$ cat config.mk
export PLATFORM = sky130hd
export DESIGN_NAME = pc_sequencer_flat
export DESIGN_NICKNAME = d
export VERILOG_FILES = /design/src/rtl/pc_pkg.sv /design/src/rtl/pc_sequencer_if.sv /design/src/rtl/pc_ras.sv /design/src/rtl/pc_sequencer.sv /design/src/flat_wrapper.sv
export SDC_FILE = /design/constraint.sdc
export NUM_CORES = 1
export LEC_CHECK = 0
export BUFFER_PORTS_ARGS = -buffer_cell sky130_fd_sc_hd__buf_4
export CAP_MARGIN = 25
export CORE_ASPECT_RATIO = 1.4
export CORE_MARGIN = 3
export CORE_UTILIZATION = 35
export CTS_CLUSTER_SIZE = 28
export DETAILED_ROUTE_END_ITERATION = 10
export PLACE_DENSITY = 0.65
export SYNTH_ARGS = -nofsm -noshare
export SYNTH_HDL_FRONTEND = slang
export SYNTH_HIERARCHICAL = 1
export SYNTH_SLANG_ARGS = --single-unit
$ cat constraint.sdc
create_clock -name clock -period 4.3 [get_ports clock]
set_input_delay 0.215 -clock clock [delete_from_list [all_inputs] [get_ports clock]]
set_output_delay 0.215 -clock clock [all_outputs]
set_load 0.05 [all_outputs]
$ cat src/rtl/pc_pkg.sv
// Shared types for the fetch-stage program counter: FSM states, redirect sources,
// and the target alignment mask.
package pc_pkg;

  typedef enum logic [1:0] {
    BOOT   = 2'd0,
    RUN    = 2'd1,
    HALTED = 2'd2
  } pc_state_t;

  typedef enum logic [2:0] {
    SRC_EXC  = 3'd0,
    SRC_JR   = 3'd1,
    SRC_BR   = 3'd2,
    SRC_J    = 3'd3,
    SRC_SEQ  = 3'd4,
    SRC_HOLD = 3'd5
  } pc_src_t;

  // Bits that must be zero in any redirect target for a given instruction size.
  function automatic int align_mask(input int inst_bytes);
    return inst_bytes - 1;
  endfunction

endpackage

$ cat src/rtl/pc_sequencer_if.sv
// Fetch-side bundle of the PC sequencer: redirect/halt controls in, fetch request out.
// master = sequencer, slave = pipeline control plus instruction memory.
interface pc_sequencer_if #(
  parameter int ADDR_W = 32
);
  logic              halt;
  logic              fetch_ready;
  logic              exception;
  logic              jr;
  logic [ADDR_W-1:0] jr_target;
  logic              branch_taken;
  logic [ADDR_W-1:0] branch_target;
  logic              jump;
  logic [ADDR_W-1:0] jump_target;
  logic              link;
  logic              ret;
  logic [ADDR_W-1:0] inst_address;
  logic [ADDR_W-1:0] pc_plus4;
  logic              fetch_valid;
  logic              misalign_err;

  modport master (
    input  halt, fetch_ready, exception, jr, jr_target, branch_taken, branch_target,
    input  jump, jump_target, link, ret,
    output inst_address, pc_plus4, fetch_valid, misalign_err
  );

  modport slave (
    output halt, fetch_ready, exception, jr, jr_target, branch_taken, branch_target,
    output jump, jump_target, link, ret,
    input  inst_address, pc_plus4, fetch_valid, misalign_err
  );

endinterface

$ cat src/rtl/pc_ras.sv
// Circular return-address stack; a push when full overwrites the oldest entry.
// top/empty reflect registered state, so they are usable combinationally by the caller.
module pc_ras #(
  parameter int ADDR_W = 32,
  parameter int DEPTH  = 4
) (
  input  logic              clock,
  input  logic              reset_n,
  input  logic              push,
  input  logic [ADDR_W-1:0] push_data,
  input  logic              pop,
  output logic [ADDR_W-1:0] top,
  output logic              empty
);

  localparam int PTR_W = (DEPTH > 1) ? $clog2(DEPTH) : 1;
  localparam logic [PTR_W:0] FULL = (PTR_W + 1)'(DEPTH);

  logic [ADDR_W-1:0] mem [DEPTH];
  logic [PTR_W-1:0]  ptr;
  logic [PTR_W:0]    count;

  always_ff @(posedge clock or negedge reset_n) begin
    if (!reset_n) begin
      ptr   <= '0;
      count <= '0;
    end else if (push) begin
      ptr <= ptr + 1'b1;
      if (count != FULL) begin
        count <= count + 1'b1;
      end
    end else if (pop) begin
      ptr   <= ptr - 1'b1;
      count <= count - 1'b1;
    end
  end

  // Entry storage carries no reset; the count alone defines what is live.
  always_ff @(posedge clock) begin
    if (push) begin
      mem[ptr + 1'b1] <= push_data;
    end
  end

  assign top   = mem[ptr];
  assign empty = (count == '0);

endmodule

$ cat src/rtl/pc_sequencer.sv
// Fetch-stage program counter with prioritised redirects, alignment check and halt control.
// Optional return-address stack is built when PC_RAS_EN is defined.
module pc_sequencer
  import pc_pkg::*;
#(
  parameter int                ADDR_W       = 32,
  parameter logic [ADDR_W-1:0] RESET_VECTOR = '0,
  parameter logic [ADDR_W-1:0] EXC_VECTOR   = ADDR_W'('h80),
  parameter int                INST_BYTES   = 4,
  parameter int                RAS_DEPTH    = 4
) (
  input  logic           clock,
  input  logic           reset_n,
  pc_sequencer_if.master bus
);

  localparam logic [ADDR_W-1:0] ALIGN_MASK = ADDR_W'(align_mask(INST_BYTES));
  localparam logic [ADDR_W-1:0] STEP       = ADDR_W'(INST_BYTES);

  pc_state_t         state;
  logic [ADDR_W-1:0] pc_q;
  logic              fetch_valid_q;
  logic              misalign_q;

  pc_src_t           src;
  logic [ADDR_W-1:0] target;
  logic [ADDR_W-1:0] jr_dest;
  logic [ADDR_W-1:0] next_pc;
  logic [ADDR_W-1:0] pc_inc;
  logic              redirect;
  logic              misaligned;

  assign pc_inc = pc_q + STEP;

  always_comb begin
    src    = SRC_HOLD;
    target = pc_q;
    if (bus.exception) begin
      src    = SRC_EXC;
      target = EXC_VECTOR;
    end else if (bus.jr) begin
      src    = SRC_JR;
      target = jr_dest;
    end else if (bus.branch_taken) begin
      src    = SRC_BR;
      target = bus.branch_target;
    end else if (bus.jump) begin
      src    = SRC_J;
      target = bus.jump_target;
    end else if (fetch_valid_q && bus.fetch_ready) begin
      src    = SRC_SEQ;
      target = pc_inc;
    end
  end

  assign redirect   = (src != SRC_SEQ) && (src != SRC_HOLD);
  assign misaligned = redirect && (src != SRC_EXC) && ((target & ALIGN_MASK) != '0);
  assign next_pc    = misaligned ? EXC_VECTOR : target;

`ifdef PC_RAS_EN
  logic              ras_push;
  logic              ras_pop;
  logic              ras_empty;
  logic [ADDR_W-1:0] ras_top;

  assign jr_dest  = (bus.ret && !ras_empty) ? ras_top : bus.jr_target;
  // Only a call/return that actually redirects is allowed to move the stack.
  assign ras_push = (src == SRC_J) && bus.link && !misaligned;
  assign ras_pop  = (src == SRC_JR) && bus.ret && !ras_empty && !misaligned;

  pc_ras #(
    .ADDR_W (ADDR_W),
    .DEPTH  (RAS_DEPTH)
  ) u_ras (
    .clock     (clock),
    .reset_n   (reset_n),
    .push      (ras_push),
    .push_data (pc_inc),
    .pop       (ras_pop),
    .top       (ras_top),
    .empty     (ras_empty)
  );
`else
  logic unused_ras;

  assign jr_dest    = bus.jr_target;
  assign unused_ras = bus.link ^ bus.ret;
`endif

  always_ff @(posedge clock or negedge reset_n) begin
    if (!reset_n) begin
      state         <= BOOT;
      pc_q          <= RESET_VECTOR;
      fetch_valid_q <= 1'b0;
      misalign_q    <= 1'b0;
    end else begin
      misalign_q <= misaligned;
      case (state)
        BOOT: begin
          pc_q          <= next_pc;
          state         <= RUN;
          fetch_valid_q <= 1'b1;
        end
        RUN: begin
          // A redirect always lands first; halt is honoured on a quiet cycle.
          if (bus.halt && !redirect) begin
            state         <= HALTED;
            fetch_valid_q <= 1'b0;
          end else begin
            pc_q <= next_pc;
          end
        end
        HALTED: begin
          pc_q <= next_pc;
          if (!bus.halt) begin
            state         <= RUN;
            fetch_valid_q <= 1'b1;
          end
        end
        default: begin
          state         <= BOOT;
          fetch_valid_q <= 1'b0;
        end
      endcase
    end
  end

  assign bus.inst_address = pc_q;
  assign bus.pc_plus4     = pc_inc;
  assign bus.fetch_valid  = fetch_valid_q;
  assign bus.misalign_err = misalign_q;

endmodule

$ cat src/flat_wrapper.sv
// flat-port wrapper written by rule: the top's interface ports become plain ports
module pc_sequencer_flat import pc_pkg::*;
#(
  parameter int                ADDR_W       = 32,
  parameter logic [ADDR_W-1:0] RESET_VECTOR = '0,
  parameter logic [ADDR_W-1:0] EXC_VECTOR   = ADDR_W'('h80),
  parameter int                INST_BYTES   = 4,
  parameter int                RAS_DEPTH    = 4
)
  (clock, reset_n, bus_halt, bus_fetch_ready, bus_exception, bus_jr, bus_jr_target, bus_branch_taken, bus_branch_target, bus_jump, bus_jump_target, bus_link, bus_ret, bus_inst_address, bus_pc_plus4, bus_fetch_valid, bus_misalign_err);
  pc_sequencer_if #(.ADDR_W(ADDR_W)) bus_i ();
  input  logic clock;
  input  logic reset_n;
  input wire logic [$bits(bus_i.halt)-1:0] bus_halt;
  input wire logic [$bits(bus_i.fetch_ready)-1:0] bus_fetch_ready;
  input wire logic [$bits(bus_i.exception)-1:0] bus_exception;
  input wire logic [$bits(bus_i.jr)-1:0] bus_jr;
  input wire logic [$bits(bus_i.jr_target)-1:0] bus_jr_target;
  input wire logic [$bits(bus_i.branch_taken)-1:0] bus_branch_taken;
  input wire logic [$bits(bus_i.branch_target)-1:0] bus_branch_target;
  input wire logic [$bits(bus_i.jump)-1:0] bus_jump;
  input wire logic [$bits(bus_i.jump_target)-1:0] bus_jump_target;
  input wire logic [$bits(bus_i.link)-1:0] bus_link;
  input wire logic [$bits(bus_i.ret)-1:0] bus_ret;
  output wire logic [$bits(bus_i.inst_address)-1:0] bus_inst_address;
  output wire logic [$bits(bus_i.pc_plus4)-1:0] bus_pc_plus4;
  output wire logic [$bits(bus_i.fetch_valid)-1:0] bus_fetch_valid;
  output wire logic [$bits(bus_i.misalign_err)-1:0] bus_misalign_err;
  assign bus_i.halt = bus_halt;
  assign bus_i.fetch_ready = bus_fetch_ready;
  assign bus_i.exception = bus_exception;
  assign bus_i.jr = bus_jr;
  assign bus_i.jr_target = bus_jr_target;
  assign bus_i.branch_taken = bus_branch_taken;
  assign bus_i.branch_target = bus_branch_target;
  assign bus_i.jump = bus_jump;
  assign bus_i.jump_target = bus_jump_target;
  assign bus_i.link = bus_link;
  assign bus_i.ret = bus_ret;
  assign bus_inst_address = bus_i.inst_address;
  assign bus_pc_plus4 = bus_i.pc_plus4;
  assign bus_fetch_valid = bus_i.fetch_valid;
  assign bus_misalign_err = bus_i.misalign_err;
  pc_sequencer #(.ADDR_W(ADDR_W), .RESET_VECTOR(RESET_VECTOR), .EXC_VECTOR(EXC_VECTOR), .INST_BYTES(INST_BYTES), .RAS_DEPTH(RAS_DEPTH)) u_core (.clock(clock), .reset_n(reset_n), .bus(bus_i));
endmodule
==> run summary <==
initial antenna violation count: 0
synth top area cells: dfrtp_1, o21ai_0, nand2_1
DR WL/cell: 19.6 um
Initial Util: 36.1%
Boundary Pins: 172
Initial DRT Pass Iterations: 5
Hold Path Stages: 2
final worst slack: 1.60 ns
WHS Endpoint: u_core/bus.fetch_valid
die width: 85.9 um
core area: 0.00866 mm^2
Yosys warning total: 6
Hold Crit Start: bus_halt
Vias/cell: 5.75
Worst setup EP type: primary output
Hold Vio Cnt, Final: 0
Final min period: 2.70 ns
most common cell in the netlist: nand2_1
Post-CTS Hold Buffers: 1
# resized after CTS: 0
Residual DRC: 0
Startpoint Class: flip-flop
Clock Pin Slew Worst Setup and Hold Paths: 0.06 ns
Nets: 637
Layout Skew: 0.00384 ns
Routed Antenna Nets: 0
flop-to-flop setup slack: 1.94 ns
Seq/Total Area, Yosys: 28.0%
Final Cycle Share: 62.7%
worst-margin pin slew: 0.851 ns
Max-cap violations: 0
WP data required: 4.09 ns
synth-to-layout area growth: 45.7%
largest net degree at the start of global routing: 52
FF-to-FF Start: u_core/bus.fetch_valid
Worst slew margin: 43.0%
area leader, netlist: dfrtp_1
htree depth: 2
number of synthesized flops with an enable pin: 0
multi-input gate area in the final layout: 0.00206 mm^2
Max FO, Critical Path: 8
final-report max-slew violation count: 0
Yosys top cell area share: 28.0%
met2 wire length: 6.66 mm
layout cells sized above 1: 37.9%
HPWL Detailed: 8.96 mm
Peak VDD IR: 0.195 mV
distinct cell type count after synthesis: 66
register area: 876 um^2
DR vias: 3657
syn_area_per_cell: 8.23 um^2
first-pass GRT wire length: 19.5 mm
final wirelength: 12.4 mm
Mapped Nets: 487
top post-synthesis cells by count: nand2_1, o21ai_0, dfrtp_1
RR Endpoint: u_core/bus.inst_address[14]
RSZ-0062 raised after global routing: false
Max clock buf depth: 2
WP data arrival: 2.48 ns
All-Layer GR Usage: 24.1%
FF+latch count, synth: 35
Mapped Area: 0.00313 mm^2
Die ar.: 0.0101 mm^2
Pleak: 2.13 nW
metal1 wirelength: 4.62 mm
FP Rows: 40
fill count: 876
status: finished, final reports clean
DP Worst Slack: 1.45 ns
worst skew pair latency: 0.28 ns
number of global-route vias before repair: 3702
Placer Congestion: 0.826
wire length on met3: 935 um
setup bufs post-CTS: 0
clock sink total: 35
Reg2Reg Depth: 6
CTS tree: built
ys flop type: dfrtp_1
Gate Count Post-Synth: 380
Core Util, Final: 52.6%
Peak Freq: 371 MHz
CTS Root Cell: clkbuf_16
asr flop ratio synth: 100%
gr ovfl total: 0
Detailed Route Iter0 Violations: 231
Diodes inserted: 0
Worst Hold Class: in -> reg
Num CTS Buffers: 5
top layer in use: met4
Die Y: 118 um
final setup vio count: 0
I/O Buffers: 169
power per cell area: 284 mW/mm^2
sum of negative setup slack: 0 ns
worst setup path class: reg -> out
## critical path, cell delays in order (launching register included)
cell and delay [ns]:
dfrtp_1 0.56, and4_2 0.33, nand4_1 0.11, or3_1 0.40
nor3_1 0.41, xor2_1 0.18, buf_4 0.21
## through the flow
step / power, W / hold WS, ns / instance area (um^2) / cells
CTS: 0.00130 / 0.143 / 4540 / 635
global placement: 0.000936 / 0.207 / 4390 / 626
global route: 0.00136 / 0.152 / 4560 / 636
detailed placement: 0.000943 / 0.205 / 4390 / 626
finish: 0.00129 / 0.148 / 4560 / 636
floorplan: 0.000735 / -0.0806 / 3130 / 380
## cell usage in the layout (no fill, tap or decap), types with 3 or more instances in the layout
cell / count
buf_4: 172
nand2_1: 44
o21ai_0: 37
dfrtp_1: 35
nor2_1: 25
nand3_1: 20
xnor2_1: 18
a221o_1: 15
a21oi_1: 15
xor2_1: 10
a22o_1: 10
inv_1: 8
nand2b_1: 8
nor3_1: 7
mux2i_1: 7
clkbuf_16: 5
and3_1: 5
nand4_1: 5
o22ai_1: 5
o21ai_1: 5
o41ai_1: 4
a221oi_1: 4
o31ai_1: 4
a211oi_1: 4
o221a_2: 3
o211ai_1: 3
## metal layers
layer / up-vias / track usage [%]
met5: - / 0
met3: 12 / 4.27
met2: 169 / 43.5
met1: 1748 / 28.0
met4: 0 / 7.92
li1: 1728 / -
## worst max path at each step
stage / start / endpoint / slack, ns / depth (start not counted)
6_report: u_core/bus.inst_address[4] / bus_pc_plus4[31] / 1.60 / 6
5_1_grt: u_core/bus.inst_address[4] / bus_pc_plus4[31] / 1.42 / 6
4_1_cts: u_core/bus.inst_address[4] / bus_pc_plus4[31] / 1.62 / 6
3_5_place_dp: bus_branch_taken / u_core/bus.inst_address[14] / 1.45 / 8
3_3_place_gp: bus_branch_taken / u_core/bus.inst_address[14] / 1.50 / 8
2_1_floorplan: u_core/bus.inst_address[14] / u_core/bus.inst_address[24] / 1.40 / 7
## cells by family (layout without fill, tap and decap cells)
group / count (synthesis) / after routing / share of synthesized area [%]
xor gates and xnor gates: 28 / 28 / 7.84
DFF: 35 / 35 / 28.0
muxes: 8 / 8 / 2.60
adders and majority gates: 1 / 1 / 0.400
AOI/OAI and AO/OA: 132 / 132 / 31.2
and+or+nand+nor: 137 / 137 / 23.8
buffers and inverters: 39 / 190 / 6.20
## state kept, by name, indices dropped and copies added, names as in the netlist
| signal | count |
|---|---|
| u_core/bus.misalign_err | 1 |
| u_core/bus.inst_address | 32 |
| u_core/state | 1 |
| u_core/bus.fetch_valid | 1 |
## report_power, final
part,switching (W),internal (W),total (W)
registers,0.0000522,0.000355,0.000407
clock network,0.000142,0.000213,0.000356
logic,0.000333,0.000199,0.000532
total,0.000528,0.000766,0.00129
## area by class of cell
class / instances / area share (%)
Clock buffer: 5 / 2.75
Clock inverter: 3 / 0.439
Inverter: 8 / 0.659
Multi-Input combinational cell: 306 / 45.2
Sequential cell: 35 / 19.2
Tap cell: 105 / 2.88
Timing Repair Buffer: 174 / 28.9
Power figures use the tool's default switching activity.
